File: src/rtl/serial_full_subtractor.sv
`default_nettype none
// ============================================================================
//  Module      : serial_full_subtractor
//  Description : Bit-serial W-bit subtractor. Captures a, b and bin on an
//                accepted start, then resolves one difference bit per clock,
//                LSB first, through a single registered borrow. Presents the
//                parallel difference d and final borrow bout with a one-cycle
//                done strobe, W+1 cycles after start is accepted.
//                Optional build macro FS_SAT_EN: when the final borrow is 1,
//                d is loaded with 0 (unsigned saturation) instead of the
//                wrapped difference; bout still reports 1.
//  Revision    : 1.0 - initial release
// ============================================================================
module serial_full_subtractor #(
    parameter int W = 8
) (
    input  logic         ck,
    input  logic         rst,
    input  logic         start,
    input  logic [W-1:0] a,
    input  logic [W-1:0] b,
    input  logic         bin,
    output logic         busy,
    output logic         done,
    output logic [W-1:0] d,
    output logic         bout
);

    localparam int CW = (W > 1) ? $clog2(W) : 1;
    localparam logic [CW-1:0] c_cnt_last = CW'(W - 1);

    typedef enum logic [1:0] {
        ST_IDLE  = 2'd0,
        ST_SHIFT = 2'd1,
        ST_DONE  = 2'd2
    } state_t;

    state_t         state_q, state_d;
    logic [W-1:0]   ra_q, ra_d;
    logic [W-1:0]   rb_q, rb_d;
    logic [W-1:0]   res_q, res_d;
    logic           br_q, br_d;
    logic [CW-1:0]  cnt_q, cnt_d;
    logic [W-1:0]   d_q, d_d;
    logic           bout_q, bout_d;
    logic           done_q, done_d;

    logic           w_x;
    logic           w_y;
    logic           w_diff;
    logic           w_borrow;
    logic [W-1:0]   w_result;

    // Current full-subtract cell: operand LSBs against the registered borrow.
    assign w_x      = ra_q[0];
    assign w_y      = rb_q[0];
    assign w_diff   = w_x ^ w_y ^ br_q;
    assign w_borrow = (~w_x & w_y) | (~(w_x ^ w_y) & br_q);

`ifdef FS_SAT_EN
    // An underflowing subtraction clamps to zero.
    assign w_result = br_q ? '0 : res_q;
`else
    assign w_result = res_q;
`endif

    // State and datapath registers; reset discards any in-flight operation.
    always_ff @(posedge ck) begin
        if (rst) begin
            state_q <= ST_IDLE;
            ra_q    <= '0;
            rb_q    <= '0;
            res_q   <= '0;
            br_q    <= 1'b0;
            cnt_q   <= '0;
            d_q     <= '0;
            bout_q  <= 1'b0;
            done_q  <= 1'b0;
        end else begin
            state_q <= state_d;
            ra_q    <= ra_d;
            rb_q    <= rb_d;
            res_q   <= res_d;
            br_q    <= br_d;
            cnt_q   <= cnt_d;
            d_q     <= d_d;
            bout_q  <= bout_d;
            done_q  <= done_d;
        end
    end

    // Next-state logic: load on start, shift W times, then publish the result.
    always_comb begin
        state_d = state_q;
        ra_d    = ra_q;
        rb_d    = rb_q;
        res_d   = res_q;
        br_d    = br_q;
        cnt_d   = cnt_q;
        d_d     = d_q;
        bout_d  = bout_q;
        done_d  = 1'b0;

        case (state_q)
            ST_IDLE: begin
                if (start) begin
                    ra_d    = a;
                    rb_d    = b;
                    br_d    = bin;
                    cnt_d   = '0;
                    state_d = ST_SHIFT;
                end
            end

            ST_SHIFT: begin
                res_d = {w_diff, res_q[W-1:1]};
                br_d  = w_borrow;
                ra_d  = {1'b0, ra_q[W-1:1]};
                rb_d  = {1'b0, rb_q[W-1:1]};
                cnt_d = cnt_q + 1'b1;
                if (cnt_q == c_cnt_last) begin
                    state_d = ST_DONE;
                end
            end

            ST_DONE: begin
                // Result is published here; a start in this cycle chains
                // straight into the next operation with no dead cycle.
                done_d = 1'b1;
                d_d    = w_result;
                bout_d = br_q;
                if (start) begin
                    ra_d    = a;
                    rb_d    = b;
                    br_d    = bin;
                    cnt_d   = '0;
                    state_d = ST_SHIFT;
                end else begin
                    state_d = ST_IDLE;
                end
            end

            default: begin
                state_d = ST_IDLE;
            end
        endcase
    end

    assign busy = (state_q == ST_SHIFT);
    assign done = done_q;
    assign d    = d_q;
    assign bout = bout_q;

endmodule
`default_nettype wire

File: config.mk
export PLATFORM = sky130hd
export DESIGN_NAME = serial_full_subtractor
export DESIGN_NICKNAME = d
export VERILOG_FILES = /design/src/rtl/serial_full_subtractor.sv
export SDC_FILE = /design/constraint.sdc
export NUM_CORES = 1
export LEC_CHECK = 0
export CAP_MARGIN = 20
export CELL_PAD_IN_SITES_DETAIL_PLACEMENT = 0
export CELL_PAD_IN_SITES_GLOBAL_PLACEMENT = 1
export CORE_ASPECT_RATIO = 0.8
export CORE_MARGIN = 10
export CORE_UTILIZATION = 34
export CTS_CLUSTER_DIAMETER = 50
export DETAILED_ROUTE_END_ITERATION = 16
export GPL_TIMING_DRIVEN = 1
export PLACE_DENSITY = 0.76
export RECOVER_POWER = 25
export SLEW_MARGIN = 20
export SYNTH_ARGS = -nofsm -noshare
export SYNTH_HDL_FRONTEND = slang
export SYNTH_SLANG_ARGS = --single-unit
File: constraint.sdc
create_clock -name ck -period 1.2 [get_ports ck]
set_input_delay 0.12 -clock ck [delete_from_list [all_inputs] [get_ports ck]]
set_output_delay 0.12 -clock ck [all_outputs]
set_load 0.01 [all_outputs]
; Word-level counts from Yosys, hierarchy flattened
; Index checks and enable logic that the tools add are counted.
[totals]
register_bits = 40
output_inout_bits = 11
in_bits = 20
[op_classes]
n_addsub = 1
muxes = 13
n_reduce_logical = 5
n_bitwise = 7
n_eq_ne = 6
[op_table]
columns = operator, n
row1 = 8-bit one-hot mux with 2 select lines, 2
row2 = 8-bit two-way mux, 2
row3 = 2-bit one-hot mux with 3 select lines, 1
row4 = 3-bit one-hot mux with 2 select lines, 1
row5 = 2-bit two-way mux, 2
row6 = "2-bit by 1-bit inequality test with 1-bit output, second input constant", 2
row7 = 2-bit AND reduction, 2
row8 = "3-bit by 1-bit adder with 3-bit output, second input constant", 1
row9 = "3-bit == test, second input constant", 1
row10 = 1-bit two-way mux, 3
row11 = 3-bit two-way mux, 1
row12 = 1-bit AND, 2
row13 = "2-bit by 1-bit == test with 1-bit output, second input constant", 1
row14 = "2-bit == test, second input constant", 1
row15 = 2-bit zero test, 1
row16 = "2-bit inequality test, second input constant", 1
row17 = 1-bit NOT, 2
row18 = 1-bit one-hot mux with 2 select lines, 1
row19 = 2-bit nonzero test, 1
row20 = 2-bit OR reduction, 1
row21 = 1-bit bitwise XOR, 2
row22 = 1-bit OR, 1

; Longest topological paths before layout
; Gate-level depths: netlist of run 1.
[depth]
ltp_word = 5
ltp_mapped = 5

; Worst setup path before layout of run 1
; No wires, ideal clock.
[synth_path]
path_type = register to register
startpoint = reg state_q[1]
endpoint = reg br_q
path_slack_ns = 0.042
arrival_time_ns = 1.072
n_path_buf = 1
setup_time_ns = 0.086
stages_incl_launch_ff = 6
path_cell_list = dfxtp_1 nand2b_2 inv_2 buf_2 nor3_1 a211oi_1
[synth_between]
elab_chain_len = 4
elab_cells_between_ends = 8
cone_classes = eq/ne (3) / mux (1) / reduce/logical (4)
[synth_rtl]
columns = item, line_no
row1 = from (decl), 38  ; state_t state_q, state_d;
row2 = from (signal assigned), 80  ; state_q <= state_d;
row3 = 2-bit == test / 2-bit zero test (equally long branches), 104  ; case (state_q)
row4 = 2-bit OR reduction (no source line), -
row5 = 2-bit by 1-bit inequality test with 1-bit output (no source line) / 2-bit nonzero test (equally long branches), -
row6 = 2-bit AND reduction (no source line), -
row7 = to (signal assigned), 84  ; br_q <= br_d;
row8 = to (decl), 42  ; logic br_q, br_d;
; Several ways; a longest one is shown, not always the timed one.
; A chain may end at the register's enable or synchronous reset.

; Final worst setup path of run 1
[layout_path]
startpoint = reg rb_q[0]
endpoint = reg br_q
[layout_between]
elab_chain_len = 5
elab_cells_between_ends = 6
cone_classes = mux (1) / bitwise (5)
[layout_rtl]
columns = item, line_no
row1 = from (decl), 40  ; logic [W-1:0] rb_q, rb_d;
row2 = from (signal assigned), 82  ; rb_q <= rb_d;
row3 = 1-bit bitwise XOR, 58  ; assign w_borrow = (~w_x & w_y) | (~(w_x ^ w_y) & br_q);
row4 = 1-bit NOT, 58
row5 = 1-bit AND, 58
row6 = 1-bit OR *, 58
row7 = 1-bit one-hot mux with 2 select lines *, 104
; Every way passes the cells marked *; elsewhere a longest branch is shown, timed or not.

==> results of run 1 <==
==> synth_stat cells <==
library cell | n | area [um^2]
nor3_1 | 15 | 75.07
clkbuf_1 | 5 | 18.77
ha_1 | 2 | 25.02
o21a_1 | 2 | 15.01
a21oi_1 | 20 | 100.1
inv_1 | 3 | 11.26
nor3b_1 | 1 | 7.510
inv_2 | 1 | 3.750
nand2_2 | 1 | 6.260
buf_2 | 5 | 25.02
buf_6 | 2 | 22.52
fa_1 | 1 | 20.02
buf_1 | 1 | 3.750
nor2_1 | 3 | 11.26
mux2i_1 | 17 | 170.2
nand3_1 | 5 | 25.02
a211oi_1 | 12 | 90.09
nand2_1 | 36 | 135.1
nand2b_1 | 3 | 18.77
o21ai_0 | 1 | 5.000
a211oi_2 | 3 | 37.54
nor2b_1 | 2 | 12.51
dfxtp_1 | 40 | 800.8
nand2b_2 | 1 | 8.760
and2b_1 | 1 | 7.510
==> final cells by class <==
class | instances | area (um^2) | area share, %
Sequential cell | 40 | 804.5 | 35.90
Tap cell | 60 | 75.07 | 3.350
Multi-Input combinational cell | 126 | 794.5 | 35.46
Timing Repair Buffer | 44 | 440.4 | 19.65
Inverter | 4 | 15.01 | 0.6700
Clock inverter | 3 | 42.54 | 1.898
Clock buffer | 5 | 68.82 | 3.071
==> through the flow <==
stage                     hold WS [ns]  cells  util (%)
final                           0.4551    282     48.17
after global routing            0.4868    282     48.17
after CTS                       0.4597    282     47.42
after detailed placement        0.4505    274     45.24
after global placement          0.4427    274     45.24
after floorplan                 0.3593    183         -
==> metal layers <==
| metal | global-route usage [%] | up-vias |
|---|---|---|
| met3 | 2.988 | 7 |
| met4 | 5.217 | 0 |
| li1 | - | 708 |
| met2 | 15.33 | 20 |
| met1 | 10.59 | 641 |
| met5 | 0 | - |
==> flip-flops by register name, indices dropped and copies added, names as in the netlist <==
register  flops
bout          1
br_q          1
cnt_q         3
d             8
done          1
ra_q          8
rb_q          8
res_q         8
state_q       2
==> final timing paths <==
kind,end
max,br_q
min,d[4]
max reg2reg,br_q
min reg2reg,d[4]
==> cells in the final DEF (no fill, tap or decap) <==
cell / synthesis / layout
nand2b_1: 3 / 2
a21oi_1: 20 / 20
clkinv_2: 0 / 1
mux2i_1: 17 / 17
and2b_1: 1 / 1
nand3_1: 5 / 5
buf_12: 0 / 3
buf_4: 0 / 7
bufinv_16: 0 / 1
o21a_1: 2 / 2
dfxtp_2: 0 / 3
nand2_8: 0 / 1
nor2b_1: 2 / 2
nor2_1: 3 / 3
inv_2: 1 / 2
clkbuf_8: 0 / 5
nor3b_1: 1 / 1
inv_1: 3 / 2
a211oi_1: 12 / 11
clkdlybuf4s50_1: 0 / 19
clkinvlp_4: 0 / 1
dfxtp_1: 40 / 37
a211oi_2: 3 / 4
dlygate4sd2_1: 0 / 10
buf_2: 5 / 1
nand2_1: 36 / 36
nor3_1: 15 / 15
nand2b_2: 1 / 2
ha_1: 2 / 2
fa_2: 0 / 1
o21ai_0: 1 / 1
buf_6: 2 / 4
==> worst max-delay path, cell delays in order, from the launching register on <==
cell and delay, ns:
dfxtp_2 0.35, inv_2 0.04, fa_2 0.34, inv_1 0.06, mux2i_1 0.06, a211oi_1 0.23
==> kinds of logic (layout without fill, tap and decap cells) <==
| kind of cell | after synthesis | in the layout | synth area share, % |
|---|---|---|---|
| flip-flops | 40 | 40 | 48.34 |
| AND/OR/NAND/NOR | 68 | 68 | 18.58 |
| buffers and inverters | 17 | 56 | 5.135 |
| multiplexers | 17 | 17 | 10.27 |
| adder cells (fa/ha/maj) | 3 | 3 | 2.719 |
| AO/OA/AOI/OAI | 38 | 38 | 14.95 |
==> power groups by stage <==
stage | clock network (mW) | logic (mW) | registers, mW
floorplan | 0 | 0.268 | 1.46
finish | 1.09 | 0.443 | 1.45
detailed placement | 0 | 0.422 | 1.47
global route | 1.17 | 0.490 | 1.46
CTS | 1.11 | 0.426 | 1.44
global placement | 0 | 0.420 | 1.47
==> what timing repair did <==
action | in CTS | in global routing
hold buffers | 0 | 0
setup endpoints to repair | 27 | 14
hold endpoints to repair | 0 | 0
resized for setup | 17 | 10
pin swaps | 1 | 2
==> impl_metrics.yaml, run 1 <==
run_status:
  status: "finished, final reports clean"
timing:
  drv_slew: 0
  period_share_pct: 96.37
  rsz0062_at_grt: "yes"
  fin_crit_ns: 1.156
  tightestPinTransition_ns: 0.1834
  setup_viol: 0
  tns_ns: 0
  slew-limit-headroom_pct: 87.42
  setup_slack_ns: 0.04356
  fin_skew_ns: 0.01209
  fmax_mhz: 864.7
  finalHoldViolations: 0
clock_network:
  postCtsSetupBuffers: 0
  cts_buffer_depth: 2
  cts_buffers: 5
  htree_levels: 2
  cts.sinks: 40
  clk_pin_slew_ns: 0.08
  cts_root_buf: "clkbuf_8"
  cts_tree: "built"
  clk_latency_ns: 0.30
power:
  power.switching_mw: 0.7320
  peakVddDrop_uv: 739.9
  power_density_nw_per_um2: 1329
  leakage_nw: 0.8633
  swShare_pct: 24.57
  power.internal_mw: 2.247
  total_power_mw: 2.979
  comb_power_share_pct: 14.9
  seq_power_share_pct: 48.6
  p_clk_share_pct: 36.6
critical_path:
  worst_setup_path_end_kind: "flip-flop"
  worst-endpoint-required_ns: 1.40
  ff2ff_setup_slack_ns: 0.04
  worst_setup_path_start_kind: "flip-flop"
  worstPathMaxFanout: 2
  crit_arrival_ns: 1.36
  reg2regPathDepth: 5
  critPathKind: "flip-flop to flip-flop"
  crit_path_start: "rb_q[0]"
  r2r-start: "rb_q[0]"
synthesis:
  yosysWarnings: 0
  yosysUniqueCellTypes: 25
  synth_fp_nets: 206
  syn_area_um2: 1657
  synth_seq_area_share_pct: 48.34
  syn_area_per_cell_um2: 9.052
  synth.ff_latch_count: 40
  synth_cells: 183
die:
  io_pins: 31
  rows: 22
  initial_core_util_pct: 35.61
  dieArea_um2: 8082
  die_h_um: 82.44
  die_w_um: 98.04
  core-area_um2: 4652
placed_design:
  numPortBuffers: 30
  place_congestion: 0.7004
  dpl-instance-area_um2: 2105
  pre_cts_slack_ns: -0.1188
  hpwl_mm: 2.534
drt:
  detail_route.vias_per_cell: 4.879
  vias: 1376
  routed_wl_mm: 3.644
  met3_length_um: 168
  met2WireLength_mm: 1.623
  post_drt_wl_per_cell_um: 12.92
  drc: 0
  first_pass_iters: 4
  drtAntennaViolNets: 0
  wl_met1_mm: 1.780
  routed.top_layer: "met4"
  dr.first_iter.drc_count: 52
min_path:
  hp-start: "d[4]"
  hp-class: "flip-flop to flip-flop"
  hold_depth: 2
final_layout:
  area_growth_pct: 35.27
  diodes: 0
  drive_gt1_share_pct: 16.22
  n_fill_cell: 455
  nets: 244
  stdcell_area_um2: 2241
global_routing:
  grt_max_degree: 41
  grt_pass1_vias: 1319
  grt_pass1_wl_mm: 6.182
  grt_antenna_before_repair: 0
  grt_usage_pct: 9.274
  grt_remaining_overflow: 0
flow_run:
  max_cap_viol_count: 0
Power figures use the tool's default switching activity.
==> run 2, diff against run 1 <==
CORE_MARGIN = 2   (was 10)
CORE_UTILIZATION = 38   (was 34)
CTS_CLUSTER_DIAMETER = 40   (was 50)
PLACE_DENSITY = 0.8   (was 0.76)
clock period = 1.1 ns   (was 1.2 ns; I/O delays follow)
==> run 2 against run 1 <==
  * The flow now finishes with violations (setup timing)
  * Sequential share of layout area is 1.7 points lower
  * Final area is 5.6% higher
  * Clock skew is 0.0063 ns lower
  * Maximum frequency is 2.2% higher
  * Non-clock buffer count is 1 higher
  * Combinational power is 24% higher
  * Critical endpoint unchanged
  * Largest cell class is now multi-input combinational cells
==> impl_metrics.yaml, run 2 (synthesized netlist as in run 1, its figures left out) <==
run_status:
  status: "finished, violations left"
  violations: "setup timing"
die:
  die_h_um: 63.06
  initial_core_util_pct: 39.65
  die_w_um: 77.82
  dieArea_um2: 4907
  core-area_um2: 4178
  rows: 21
  io_pins: 31
placed_design:
  dp_cells: 271
  pre_cts_slack_ns: -0.2352
  numPortBuffers: 30
  hpwl_mm: 2.426
  place_congestion: 0.7523
drt:
  vias: 1401
  detail_route.vias_per_cell: 5.004
  drc: 0
  dr.first_iter.drc_count: 60
  post_drt_wl_per_cell_um: 12.90
  drtAntennaViolNets: 0
  first_pass_iters: 4
  routed_wl_mm: 3.613
timing:
  fmax_mhz: 883.8
  setup_slack_ns: -0.03149
  tns_ns: -0.06504
  slew-limit-headroom_pct: 85.27
  fin_crit_ns: 1.131
  fin_skew_ns: 0.005777
  drv_slew: 0
  rsz0062_at_grt: "yes"
  finalHoldViolations: 0
  tightestPinTransition_ns: 0.2192
  period_share_pct: 102.9
  hold_slack_ns: 0.4517
  setup_viol: 3
power:
  power_density_nw_per_um2: 1447
  peakVddDrop_uv: 1062
  leakage_nw: 0.8992
  total_power_mw: 3.423
critical_path:
  crit_arrival_ns: 1.31
  reg2reg_to: "br_q"
  worst_setup_path_start_kind: "flip-flop"
  worst-endpoint-required_ns: 1.27
  r2r-start: "state_q[0]"
  worst_setup_path_end_kind: "flip-flop"
  ff2ff_setup_slack_ns: -0.03
  reg2regPathDepth: 4
  critPathKind: "flip-flop to flip-flop"
  worstPathMaxFanout: 15
clock_network:
  htree_levels: 2
  cts.sinks: 40
  clk_pin_slew_ns: 0.07
  cts_tree: "built"
  clk_latency_ns: 0.29
  cts_buffer_depth: 2
  cts_root_buf: "clkbuf_8"
  cts_buffers: 5
global_routing:
  grt_max_degree: 41
  grt_remaining_overflow: 0
  grt.met3_usage_pct: 4.011
  groute.layer.met2.usage_pct: 27.80
  grt_pass1_wl_mm: 6.168
  grt_antenna_before_repair: 0
  grt_pass1_vias: 1410
  busiest_layer: "met2"
  use_met1_pct: 18.21
  grt_usage_pct: 15.74
final_layout:
  register_area_um2: 809.5
  nets: 245
  multi_input_area_um2: 893.4
  n_fill_cell: 385
  fin_cells: 280
  drive_gt1_share_pct: 26.46
  layout_common_cells: "35 x nand2_1, 35 x dfxtp_1, 19 x clkdlybuf4s50_1, 15 x a21oi_1, 15 x mux2i_1"
  diodes: 0
  area_growth_pct: 42.82
min_path:
  hp-class: "flip-flop to flip-flop"
  hp-start: "bout"
  hold_depth: 2
  hold_end: "bout"
flow_run:
  max_cap_viol_count: 0
-- run 2: cell count changes in the layout (fill, tap and decap cells not counted), sizes merged --
cell	previous run	this run
buf	15	16
clkbuf	5	7
clkinv	1	0
clkinvlp	1	0
-- run 2: timing repair --
item | 4_1_cts | 5_1_grt
gates resized for setup | 33 | 18
pin swaps | 3 | 2
setup endpoints to repair | 36 | 32
buffers inserted | 1 | 0
hold buffers | 0 | 0
-- run 2: layer usage --
| metal | share of wire, % | wire length, um |
|---|---|---|
| met1 | 45 | 1642 |
| met2 | 49 | 1787 |
| met3 | 4.0 | 145 |
| met4 | 1.1 | 38 |
| met5 | 0 | 0 |
-- run 2: worst max-delay path by stage --
stage | start | endpoint | slack (ns) | depth (start not counted)
6_report | state_q[0] | br_q | -0.03 | 4
5_1_grt | state_q[0] | br_q | -0.08 | 4
4_1_cts | rb_q[0] | res_q[7] | -0.04 | 4
3_5_place_dp | start | ra_q[3] | -0.24 | 5
3_3_place_gp | start | rb_q[2] | -0.16 | 5
2_1_floorplan | state_q[0] | rb_q[4] | -0.02 | 4
-- run 2: worst max-delay path, cell delays in order, from the launching register on --
cell	delay (ns)
dfxtp_4	0.39
and2b_1	0.22
buf_12	0.15
nor3_1	0.19
a211oi_2	0.07
-- run 2: layout make-up --
type / instances / area share [%]
Multi-Input combinational cell: 126 / 37.76
Inverter: 4 / 0.7403
Tap cell: 57 / 3.014
Clock buffer: 7 / 4.072
Clock inverter: 1 / 1.269
Sequential cell: 40 / 34.21
Timing Repair Buffer: 45 / 18.93
-- run 2: through the flow --
stage / utilization (%) / instance area (um^2)
finish: 56.63 / 2366
floorplan: - / 1670
global placement: 50.49 / 2110
detailed placement: 50.49 / 2110
CTS: 55.05 / 2300
global route: 56.63 / 2366
-- run 2: power by group --
group          internal (mW)  total, mW  switching, mW
clock network          0.800       1.29          0.488
logic                  0.286      0.551          0.265
registers               1.53       1.58         0.0562
==> run 3, diff against run 2 <==
clock period = 1.13 ns   (was 1.1 ns; I/O delays follow)
==> run 3 against run 2 <==
  * The run now ends clean
  * Power fell by 6.5%
  * Via count down 0.71%
  * Largest cell class is now flip-flops and latches
  * Clock-buffer cell count down 2
  * Final area is 3.8% lower
  * Die area is the same
  * First-iteration DRC count down 18%
  * Global-route usage grew 0.51 points
  * Clock skew up 0.0030 ns
  * Maximum frequency up 1.4%
  * Clock power down 10%
  * Worst hold slack gained 0.0034 ns
  * Largest power group unchanged
  * Critical path depth down 1
==> impl_metrics.yaml, run 3 (synthesized netlist as in run 1, its figures left out) <==
global_routing:
  grt_antenna_before_repair: 0
  grt_pass1_wl_mm: 6.348
  grt_max_degree: 41
  grt_remaining_overflow: 0
  grt_pass1_vias: 1348
  grt_usage_pct: 16.25
drt:
  dr.first_iter.drc_count: 49
  drtAntennaViolNets: 0
  drc: 0
  routed_wl_mm: 3.669
  first_pass_iters: 4
  post_drt_wl_per_cell_um: 13.06
  vias: 1391
  detail_route.vias_per_cell: 4.950
final_layout:
  diodes: 0
  n_fill_cell: 373
  drive_gt1_share_pct: 19.64
  area_growth_pct: 37.39
  fin_cells: 281
  final_util_pct: 54.48
  layout_common_cells: "36 x nand2_1, 36 x dfxtp_1, 20 x a21oi_1, 19 x clkdlybuf4s50_1, 16 x mux2i_1"
  stdcell_area_um2: 2276
  nets: 246
placed_design:
  dpl-instance-area_um2: 2127
  pre_cts_slack_ns: -0.2709
  place_congestion: 0.7114
  dp_cells: 272
  numPortBuffers: 30
  hpwl_mm: 2.494
timing:
  tns_ns: 0
  finalHoldViolations: 0
  setup_viol: 0
  period_share_pct: 98.73
  setup_slack_ns: 0.01433
  drv_slew: 0
  fmax_mhz: 896.3
  rsz0062_at_grt: "yes"
  fin_skew_ns: 0.008776
  fin_crit_ns: 1.116
  tightestPinTransition_ns: 0.2163
  slew-limit-headroom_pct: 85.17
die:
  initial_core_util_pct: 39.65
  die_h_um: 63.06
  rows: 21
  core-area_um2: 4178
  dieArea_um2: 4907
  die_w_um: 77.82
  io_pins: 31
clock_network:
  postCtsSetupBuffers: 0
  htree_levels: 2
  clk_pin_slew_ns: 0.08
  cts_tree: "built"
  cts_hold_buf: 0
  cts_root_buf: "clkbuf_8"
  cts_buffers: 5
  cts.sinks: 40
  clk_latency_ns: 0.29
  cts_buffer_depth: 2
critical_path:
  cp_top_family: "flip-flops"
  reg2regPathDepth: 3
  path_cells: "buf_4 > mux2i_1 > a211oi_1"
  worst-endpoint-required_ns: 1.29
  worstPathMaxFanout: 12
  slowest_delay_ns: 0.39
  worst_setup_path_end_kind: "flip-flop"
  crit_arrival_ns: 1.28
  cp_num_cells: 3
  crit_slowest_cell: "dfxtp_4"
  path_buf_inv: 1
  critPathKind: "flip-flop to flip-flop"
  worst_setup_path_start_kind: "flip-flop"
power:
  power_density_nw_per_um2: 1406
  leakage_nw: 0.8827
  peakVddDrop_uv: 624.3
flow_run:
  max_cap_viol_count: 0
min_path:
  hp-class: "flip-flop to flip-flop"
  hold_depth: 2
run_status:
  status: "finished, final reports clean"
==> run 3: path summary, 6_finish.rpt <==
check / start / endpoint / slack [ns]
hold reg to reg: d[5] / d[5] / 0.46
setup / recovery: state_q[0] / rb_q[0] / 0.01
hold / removal: d[5] / d[5] / 0.46
setup reg to reg: state_q[0] / rb_q[0] / 0.01
==> run 3: through the flow <==
step                power [mW]  hold slack, ns
global route             3.376          0.4725
floorplan                1.842          0.3523
detailed placement       2.045          0.4478
global placement         2.020          0.4453
CTS                      3.227          0.4580
finish                   3.200          0.4551
==> run 3: worst reg2reg max path: stages (launching register included) <==
cell and delay, ns:
dfxtp_4 0.39, buf_4 0.23, mux2i_1 0.28, a211oi_1 0.10
==> run 3: cell type report <==
type | instances | area (um^2) | share of cell area, %
clock buffer | 5 | 68.82 | 3.024
clock inverter | 3 | 47.55 | 2.089
inverter | 4 | 15.01 | 0.6597
multi-input combinational | 126 | 804.5 | 35.35
sequential | 40 | 808.3 | 35.51
tap | 57 | 71.32 | 3.134
timing repair buffer | 46 | 460.4 | 20.23
==> run 3: layer usage <==
metal | global-route usage [%] | vias to the layer above | wire length [um]
met1 | 21.31 | 649 | 1782
met4 | 6.027 | 0 | 29
met5 | 0 | - | 0
met2 | 25.86 | 26 | 1698
li1 | - | 714 | -
met3 | 4.011 | 2 | 159
==> run 3: what timing repair did <==
item	CTS	global route
cloned	0	1
resized for setup	22	9
endpoints found under the setup margin	27	26
pin swaps	1	2
==> run 3: power breakdown <==
group / internal, mW / leakage, nW / total [mW] / switching, mW
clock network: 0.665 / 0.0583 / 1.16 / 0.500
logic: 0.261 / 0.496 / 0.496 / 0.235
registers: 1.49 / 0.328 / 1.54 / 0.0515
total: 2.41 / 0.883 / 3.20 / 0.786
